## src/rtl/sprite_scan_renderer_if.sv

```systemverilog
// Renderer-side signal bundle: scan strobes, bitmap ROM port and pixel outputs.
interface sprite_scan_renderer_if;
    logic       vstart;
    logic       load;
    logic       hstart;
    logic [3:0] rom_addr;
    logic [7:0] rom_bits;
    logic       gfx;
    logic       inloop;

    // Timing generator / ROM side.
    modport master (
        output vstart, load, hstart, rom_bits,
        input  rom_addr, gfx, inloop
    );

    // Renderer side.
    modport slave (
        input  vstart, load, hstart, rom_bits,
        output rom_addr, gfx, inloop
    );
endinterface

```

## src/rtl/sprite_scan_renderer.sv

```systemverilog
// Walks an 8x16 one-bit sprite per scanline and serialises each ROM row as gfx, with X/Y repeat.
// Latency: row address one clock after a load rise; first pixel one clock after hstart.
// No backpressure: strobes arriving outside their state are dropped and the row waits for the next one.
module sprite_scan_renderer #(
    parameter int SCALE_X = 1,
    parameter int SCALE_Y = 1
) (
    input logic                  clk,
    input logic                  reset,
    sprite_scan_renderer_if.slave bus
);

    localparam logic [1:0] XREP_LAST = 2'(SCALE_X - 1);
    localparam logic [1:0] YREP_LAST = 2'(SCALE_Y - 1);

    typedef enum logic [2:0] {
        WAIT_VSTART,
        WAIT_LOAD,
        FETCH,
        WAIT_HSTART,
        DRAW,
        END_LINE
    } state_t;

    state_t     state;
    logic       load_q;
    logic       load_rise;
    logic [3:0] ycount;
    logic [1:0] yrep;
    logic [2:0] xcount;
    logic [1:0] xrep;
    logic [7:0] shreg;
    logic [3:0] rom_addr_q;

    // A load already high when WAIT_LOAD is entered never produces a rise.
    assign load_rise = bus.load & ~load_q;

    always_ff @(posedge clk or posedge reset) begin
        if (reset) begin
            state      <= WAIT_VSTART;
            load_q     <= 1'b0;
            ycount     <= 4'd0;
            yrep       <= 2'd0;
            xcount     <= 3'd0;
            xrep       <= 2'd0;
            shreg      <= 8'd0;
            rom_addr_q <= 4'd0;
        end else begin
            load_q <= bus.load;
            case (state)
                WAIT_VSTART: begin
                    if (bus.vstart) begin
                        ycount <= 4'd0;
                        yrep   <= 2'd0;
                        state  <= WAIT_LOAD;
                    end
                end
                WAIT_LOAD: begin
                    if (load_rise) begin
                        rom_addr_q <= ycount;
                        state      <= FETCH;
                    end
                end
                FETCH: begin
                    shreg <= bus.rom_bits;
                    state <= WAIT_HSTART;
                end
                WAIT_HSTART: begin
                    if (bus.hstart) begin
                        xcount <= 3'd0;
                        xrep   <= 2'd0;
                        state  <= DRAW;
                    end
                end
                DRAW: begin
                    if (xrep == XREP_LAST) begin
                        xrep   <= 2'd0;
                        shreg  <= {shreg[6:0], 1'b0};
                        xcount <= xcount + 3'd1;
                        if (xcount == 3'd7) begin
                            state <= END_LINE;
                        end
                    end else begin
                        xrep <= xrep + 2'd1;
                    end
                end
                END_LINE: begin
                    // Repeated lines go back through WAIT_LOAD and refetch the same row.
                    if (yrep == YREP_LAST) begin
                        yrep   <= 2'd0;
                        ycount <= ycount + 4'd1;
                        state  <= (ycount == 4'hF) ? WAIT_VSTART : WAIT_LOAD;
                    end else begin
                        yrep  <= yrep + 2'd1;
                        state <= WAIT_LOAD;
                    end
                end
                default: state <= WAIT_VSTART;
            endcase
        end
    end

    assign bus.rom_addr = rom_addr_q;
    assign bus.gfx      = (state == DRAW) & shreg[7];
    assign bus.inloop   = (state != WAIT_VSTART);

endmodule
```

## src/flat_wrapper.sv

```systemverilog
// flat-port wrapper written by rule: the top's interface ports become plain ports
module sprite_scan_renderer_flat 
#(
    parameter int SCALE_X = 1,
    parameter int SCALE_Y = 1
)
  (clk, reset, bus_vstart, bus_load, bus_hstart, bus_rom_bits, bus_rom_addr, bus_gfx, bus_inloop);
  sprite_scan_renderer_if bus_i ();
  input logic clk;
  input logic reset;
  input wire logic [$bits(bus_i.vstart)-1:0] bus_vstart;
  input wire logic [$bits(bus_i.load)-1:0] bus_load;
  input wire logic [$bits(bus_i.hstart)-1:0] bus_hstart;
  input wire logic [$bits(bus_i.rom_bits)-1:0] bus_rom_bits;
  output wire logic [$bits(bus_i.rom_addr)-1:0] bus_rom_addr;
  output wire logic [$bits(bus_i.gfx)-1:0] bus_gfx;
  output wire logic [$bits(bus_i.inloop)-1:0] bus_inloop;
  assign bus_i.vstart = bus_vstart;
  assign bus_i.load = bus_load;
  assign bus_i.hstart = bus_hstart;
  assign bus_i.rom_bits = bus_rom_bits;
  assign bus_rom_addr = bus_i.rom_addr;
  assign bus_gfx = bus_i.gfx;
  assign bus_inloop = bus_i.inloop;
  sprite_scan_renderer #(.SCALE_X(SCALE_X), .SCALE_Y(SCALE_Y)) u_core (.clk(clk), .reset(reset), .bus(bus_i));
endmodule
```

## config.mk

```make
export PLATFORM = sky130hd
export DESIGN_NAME = sprite_scan_renderer_flat
export DESIGN_NICKNAME = d
export VERILOG_FILES = /design/src/rtl/sprite_scan_renderer_if.sv /design/src/rtl/sprite_scan_renderer.sv /design/src/flat_wrapper.sv
export SDC_FILE = /design/constraint.sdc
export NUM_CORES = 1
export LEC_CHECK = 0
export ABC_AREA = 1
export CORE_MARGIN = 3
export CORE_UTILIZATION = 48
export CTS_CLUSTER_DIAMETER = 60
export CTS_CLUSTER_SIZE = 20
export DETAILED_ROUTE_END_ITERATION = 10
export HOLD_SLACK_MARGIN = 0.15
export PLACE_DENSITY = 0.78
export SLEW_MARGIN = 0
export SYNTH_ARGS = -nofsm -noshare
export SYNTH_HDL_FRONTEND = slang
export SYNTH_SLANG_ARGS = --single-unit
```

## constraint.sdc

```tcl
create_clock -name clk -period 1.6 [get_ports clk]
set_input_delay 0.32 -clock clk [delete_from_list [all_inputs] [get_ports clk]]
set_output_delay 0.32 -clock clk [all_outputs]
set_load 0.02 [all_outputs]
```

==> results.tsv, run 1 <==
stage	metric	value	unit
status	status	finished, final reports clean	
cts	Clk pin slew, worst setup/hold paths	150	ps
floorplanning	Ports	19	
global_route	GRT Residual Overflow	0	
detailed_routing	initial drt markers	58	
finish	fin util	61.9	%
logic_synthesis	Cells after Synth	176	
detailed_routing	DR WL/cell	11.4	µm
global_route	gr usage total	15.8	%
detailed_routing	DRT Pass-1 Iters	5	
worst_setup_path	kind of critical path	reg -> out	
floorplanning	Placeable Area	0.00285	mm²
finish	area of the multi-input gates	662	µm²
global_route	first-pass GRT wire length	4560	µm
sta	final setup fails	0	
global_route	initial antenna violation count	0	
floorplanning	DIE WIDTH	61.4	µm
cts	H-tree levels	1	
power_and_ir_drop	PwrDens	1440	mW/mm²
logic_synthesis	Mapped Area	0.00148	mm²
worst_setup_path	CP Launch Type	flip-flop	
logic_synthesis	syn_nets	196	
finish	antenna fix cells	0	
logic_synthesis	register area share after synthesis	45.8	%
sta	clock skew	7.61	ps
sta	fin crit share	97.4	%
floorplanning	Initial Util	51.7	%
worst_setup_path	Arr. time, crit path	1240	ps
sta	RSZ-0062 raised after global routing	yes	
place	hpwl dp	1980	µm
finish	most frequent cells in the layout	nand2_1, inv_1, dfrtp_1	
power_and_ir_drop	leakage	0.000928	µW
finish	sequential cell area	676	µm²
global_route	vias in the first global route	1113	
sta	minimum clock period	1560	ps
detailed_routing	antenna violation net count after detailed routing	0	
cts	Num CTS Buffers	3	
floorplanning	Die Span Y	61.4	µm
detailed_routing	WL final	2660	µm
logic_synthesis	Unique masters post-synth	18	
sta	worst slew pin tran	351	ps
logic_synthesis	mean post-synth cell area	8.38	µm²
logic_synthesis	post-synth top area share	45.8	%
finish	nets@finish	224	
cts	clk root buf	clkbuf_4	
sta	Setup TNS Final	0	ps
place	Placer Congestion	0.838	
logic_synthesis	synth warn	0	
power_and_ir_drop	Power Total	2550	µW
global_route	largest net degree at the start of global routing	28	
floorplanning	Site Rows	19	
worst_setup_path	crit path max fanout	3	
detailed_routing	Vias/cell	4.93	
detailed_routing	Via Count	1154	
worst_setup_path	Worst setup EP type	output port	
cts	CTS tree	done	
sta	final hold slack	344	ps
detailed_routing	DRC viols	0	
sta	Max Freq	642	MHz
cts	Clock Latency Late Sink	320	ps
finish	share of layout cells above drive strength 1	18.2	%
finish	most common cell after layout, fill and taps aside	nand2_1	
cts	clk sinks	27	
finish	Area Growth Syn to Fin	19.8	%
min_path	Worst Hold Class	in -> async	
finish	Post-Layout Cell Count	234	
logic_synthesis	largest cells by area after synthesis	dfrtp_1, nand2_1, inv_1	
cts	# hold bufs at CTS	0	
finish	fillcell total	254	
sta	slew margin rel.	76.6	%
place	Port-buffer cells	18	
logic_synthesis	Yosys reg bits	27	
place	placed cells	227	
cts	clk buf depth	2	
run	maximum capacitance violations	0	
power_and_ir_drop	VDD IR-drop max	857	µV
sta	final hold vios	0	
floorplanning	Die Footprint	0.00377	mm²
logic_synthesis	dominant cell type by area after synthesis	dfrtp_1	
sta	Final Max Slew Viols	0	
worst_setup_path	Crit path required time	1280	ps
==> power by group <==
part | switching [µW] | leakage (µW) | internal [µW]
logic | 739 | 0.000554 | 530
registers | 109 | 0.000355 | 879
clock network | 201 | 0.0000177 | 93.5
==> cells in the mapped netlist <==
library cell / count
o21ai_1: 1
inv_1: 29
nor2_1: 6
o21ai_0: 16
buf_2: 1
ha_1: 7
nand2_4: 1
xor2_1: 1
buf_6: 3
o21ai_2: 12
o21ai_4: 1
nand4_2: 1
a21oi_1: 1
dfrtp_1: 27
nor3_1: 1
nand2_1: 53
nand3_1: 12
nor2_4: 3
==> final timing paths <==
check | from | end | slack (ps) | depth (start not counted)
setup / recovery | u_core.state[1] | bus_inloop | 40 | 5
hold / removal | reset | u_core.shreg[6] | 340 | 3
setup reg to reg | u_core.state[2] | u_core.shreg[2] | 110 | 7
hold reg to reg | u_core.bus.rom_addr[3] | u_core.bus.rom_addr[3] | 500 | 2
max in group asynchronous | reset | u_core.shreg[2] | 990 | 3
min in group clk | u_core.bus.rom_addr[3] | u_core.bus.rom_addr[3] | 500 | 2
==> sequential cells by signal, summed over array words and instances (netlist names) <==
name and count:
u_core.state 3, u_core.shreg 8, u_core.bus.rom_addr 4, u_core.xrep 2, u_core.load_q 1, u_core.xcount 3, u_core.ycount 4, u_core.yrep 2
==> layer usage <==
metal | GRT usage [%] | up-vias | wire length [µm]
li1 | - | 608 | -
met5 | 0 | - | 0
met2 | 27.2 | 13 | 1300
met1 | 20.7 | 531 | 1270
met4 | 3.94 | 0 | 18
met3 | 2.52 | 2 | 73
==> metrics by stage <==
step,worst slack [ps],cell area (µm²)
finish,41.5,1770
global route,-37.3,1770
CTS,0.433,1720
detailed placement,-28.6,1700
global placement,-30.0,1700
floorplan,13.3,1480
==> cell type report <==
cell class                 instances  area share (%)
clock buffer                       3            1.27
clock inverter                     1           0.283
inverter                          29            6.16
multi-input combinational        116            37.5
sequential                        27            38.2
tap                               31            2.20
timing repair buffer              27            14.4
==> logic make-up after synthesis <==
| family | synth area share [%] |
|---|---|
| xor+xnor | 0.594 |
| buf+inv | 10.0 |
| fa+ha+maj | 5.94 |
| simple gates | 23.3 |
| compound gates | 14.3 |
| flops | 45.8 |
==> critical path: stages, from the launching register on <==
cell and delay, ps:
dfrtp_1 430, nor2_4 170, inv_2 60, nor2_4 110
inv_2 40, buf_6 120
==> repair_timing <==
action / in CTS / in global routing
buffers inserted: 1 / 2
gates resized for setup: 13 / 7
endpoints found under the setup margin: 6 / 10
pin swaps: 1 / 3
Note: power is estimated with default switching activity, not from simulation.
==> run 2, diff against run 1 <==
--- a/config.mk
+++ b/config.mk
@@ -13,6 +13,7 @@
 export DETAILED_ROUTE_END_ITERATION = 10
 export HOLD_SLACK_MARGIN = 0.15
 export PLACE_DENSITY = 0.78
+export RECOVER_POWER = 100
 export SLEW_MARGIN = 0
 export SYNTH_ARGS = -nofsm -noshare
 export SYNTH_HDL_FRONTEND = slang
==> results.tsv, run 2 (synthesis results as in run 1) <==
stage	metric	value	unit	change
worst_setup_path	CP Launch Type	flip-flop		
min_path	Hold Path Depth	2		
sta	slew margin rel.	54.1	%	-22 points
detailed_routing	WL final	2680	µm	+0.60%
sta	clock skew	7.57	ps	-0.0341 ps
cts	Clock Latency Late Sink	320	ps	about the same
cts	Clk pin slew, worst setup/hold paths	140	ps	about the same
finish	nets@finish	224		unchanged
place	placed cells	227		unchanged
finish	Biggest register	u_core.shreg		
power_and_ir_drop	leakage	0.000919	µW	-0.97%
cts	H-tree levels	1		unchanged
global_route	GRT Residual Overflow	0		unchanged
worst_setup_path	critical path launch point	u_core.state[1]		
finish	antenna fix cells	0		unchanged
finish	fillcell total	260		+2.4%
cts	Num CTS Buffers	3		unchanged
floorplanning	Placeable Area	0.00285	mm²	unchanged
place	hpwl dp	1980	µm	unchanged
run	maximum capacitance violations	0		unchanged
sta	final hold vios	0		unchanged
place	Placer Congestion	0.838		unchanged
place	Placed Area	0.00170	mm²	unchanged
detailed_routing	DRC viols	0		unchanged
worst_setup_path	kind of critical path	reg -> out		
detailed_routing	initial drt markers	43		-26%
power_and_ir_drop	clock share of power	11.8	%	+0.3 points
global_route	initial antenna violation count	0		unchanged
min_path	Worst Hold End	u_core.bus.rom_addr[3]		
sta	fin crit share	97.4	%	about the same
power_and_ir_drop	sequential share of power	39.4	%	+0.7 points
floorplanning	Initial Util	51.7	%	unchanged
cts	clk sinks	27		unchanged
worst_setup_path	R2R depth	7		unchanged
finish	most common cell after layout, fill and taps aside	nand2_1		
cts	CTS tree	done		
worst_setup_path	Reg-to-Reg End	u_core.shreg[2]		
detailed_routing	DR WL/cell	11.4	µm	+0.60%
power_and_ir_drop	power share of the combinational group	48.8	%	-0.9 points
detailed_routing	antenna violation net count after detailed routing	0		unchanged
finish	Post-Layout Cell Count	234		unchanged
floorplanning	Ports	19		unchanged
global_route	largest net degree at the start of global routing	28		unchanged
min_path	hold wc startpoint	u_core.bus.rom_addr[3]		
status	status	finished, final reports clean		
worst_setup_path	Arr. time, crit path	1240	ps	about the same
floorplanning	Die Span Y	61.4	µm	unchanged
worst_setup_path	R2R Setup Slk	70	ps	-40 ps
worst_setup_path	worst r2r src	u_core.state[2]		
power_and_ir_drop	PwrDens	1440	mW/mm²	-0.49%
floorplanning	Site Rows	19		unchanged
floorplanning	DIE WIDTH	61.4	µm	unchanged
global_route	gr usage total	15.8	%	unchanged
worst_setup_path	Crit path required time	1280	ps	about the same
power_and_ir_drop	Sw Ratio	41.3	%	+0.14 points
sta	RSZ-0062 raised after global routing	yes		
cts	clk root buf	clkbuf_4		
power_and_ir_drop	internal power	1470	µW	-2.1%
finish	share of layout cells above drive strength 1	16.3	%	-2.0 points
sta	Final Max Slew Viols	0		unchanged
finish	Area Growth Syn to Fin	18.1	%	
cts	clk buf depth	2		unchanged
power_and_ir_drop	VDD IR-drop max	855	µV	-0.30%
global_route	first-pass GRT wire length	4560	µm	unchanged
power_and_ir_drop	Psw	1030	µW	-1.6%
place	Port-buffer cells	18		unchanged
detailed_routing	DRT Pass-1 Iters	5		unchanged
sta	Setup TNS Final	0	ps	unchanged
floorplanning	Die Footprint	0.00377	mm²	unchanged
finish	design area	0.00174	mm²	-1.4%
worst_setup_path	Worst setup EP type	output port		
sta	Max Freq	642	MHz	about the same
worst_setup_path	crit path max fanout	3		unchanged
global_route	vias in the first global route	1113		unchanged
detailed_routing	Vias/cell	4.93		unchanged
finish	most frequent cells in the layout	nand2_1, inv_1, dfrtp_1		
detailed_routing	Via Count	1154		unchanged
power_and_ir_drop	Power Total	2500	µW	-1.9%
min_path	Worst Hold Class	reg -> reg		
sta	minimum clock period	1560	ps	+0.186 ps
sta	worst slew pin tran	688	ps	+336 ps
sta	final setup fails	0		unchanged
finish	Largest register FFs	8		unchanged
## run 2: changes by cell type in the layout (fill, tap and decap cells not counted), moves of 2 or more
cell | previous run | this run
o21ai_2 | 12 | 10
o21ai_1 | 1 | 3
buf_4 | 9 | 7
dlygate4sd3_1 | 0 | 2
clkdlybuf4s50_1 | 12 | 10
## run 2: area by class of cell
class	count	area (µm²)	area share [%]
tap	31	38.8	2.23
inverter	29	109	6.25
clock inverter	1	5.00	0.287
multi-input combinational	116	643	36.9
clock buffer	3	22.5	1.29
timing repair buffer	27	248	14.2
sequential	27	676	38.8
## run 2: layer usage
metal	vias to the layer above	GRT usage (%)	share of wire, %
met5	-	0	0
met4	0	3.94	0.67
li1	608	-	-
met3	2	2.52	2.8
met2	13	27.2	49
met1	531	20.7	48
## run 2: how the worst max path moves through the flow
stage | to | slack [ps] | cells past startpoint
after floorplan | bus_gfx | 10 | 5
after global placement | bus_gfx | -30 | 4
after detailed placement | bus_inloop | -30 | 5
after CTS | bus_inloop | 0.4 | 5
after global routing | bus_inloop | -40 | 5
final | bus_inloop | 40 | 5
## run 2: power by group through the flow
stage	clock network, µW	registers, µW	logic [µW]
global route	340	1010	1390
floorplan	0	1020	817
finish	295	987	1220
detailed placement	0	999	1150
CTS	313	984	1150
global placement	0	985	1110
## run 2: per-stage QoR
stage / hold slack, ps / util, % / worst slack (ps)
2_1_floorplan: 351 / - / 13.3
3_3_place_gp: 457 / 59.6 / -30.0
3_5_place_dp: 469 / 59.6 / -28.6
4_1_cts: 348 / 60.4 / 0.433
5_1_grt: 523 / 61.1 / -37.3
6_report: 500 / 61.1 / 41.3
## run 2: what timing repair did
item                                    in CTS  in global routing
gates cloned                                 0                  0
hold buffers                                 0                  0
gates resized for setup                     13                  7
pin swaps                                    1                  3
endpoints found under the setup margin       6                 10
buffers inserted                             1                  2
hold endpoints to repair                     0                  0
## run 2: worst max-delay path, stage by stage (launching register included)
cell and delay (ps):
dfrtp_1 430, nor2_4 170, inv_2 60, nor2_4 110, inv_2 40, buf_6 120
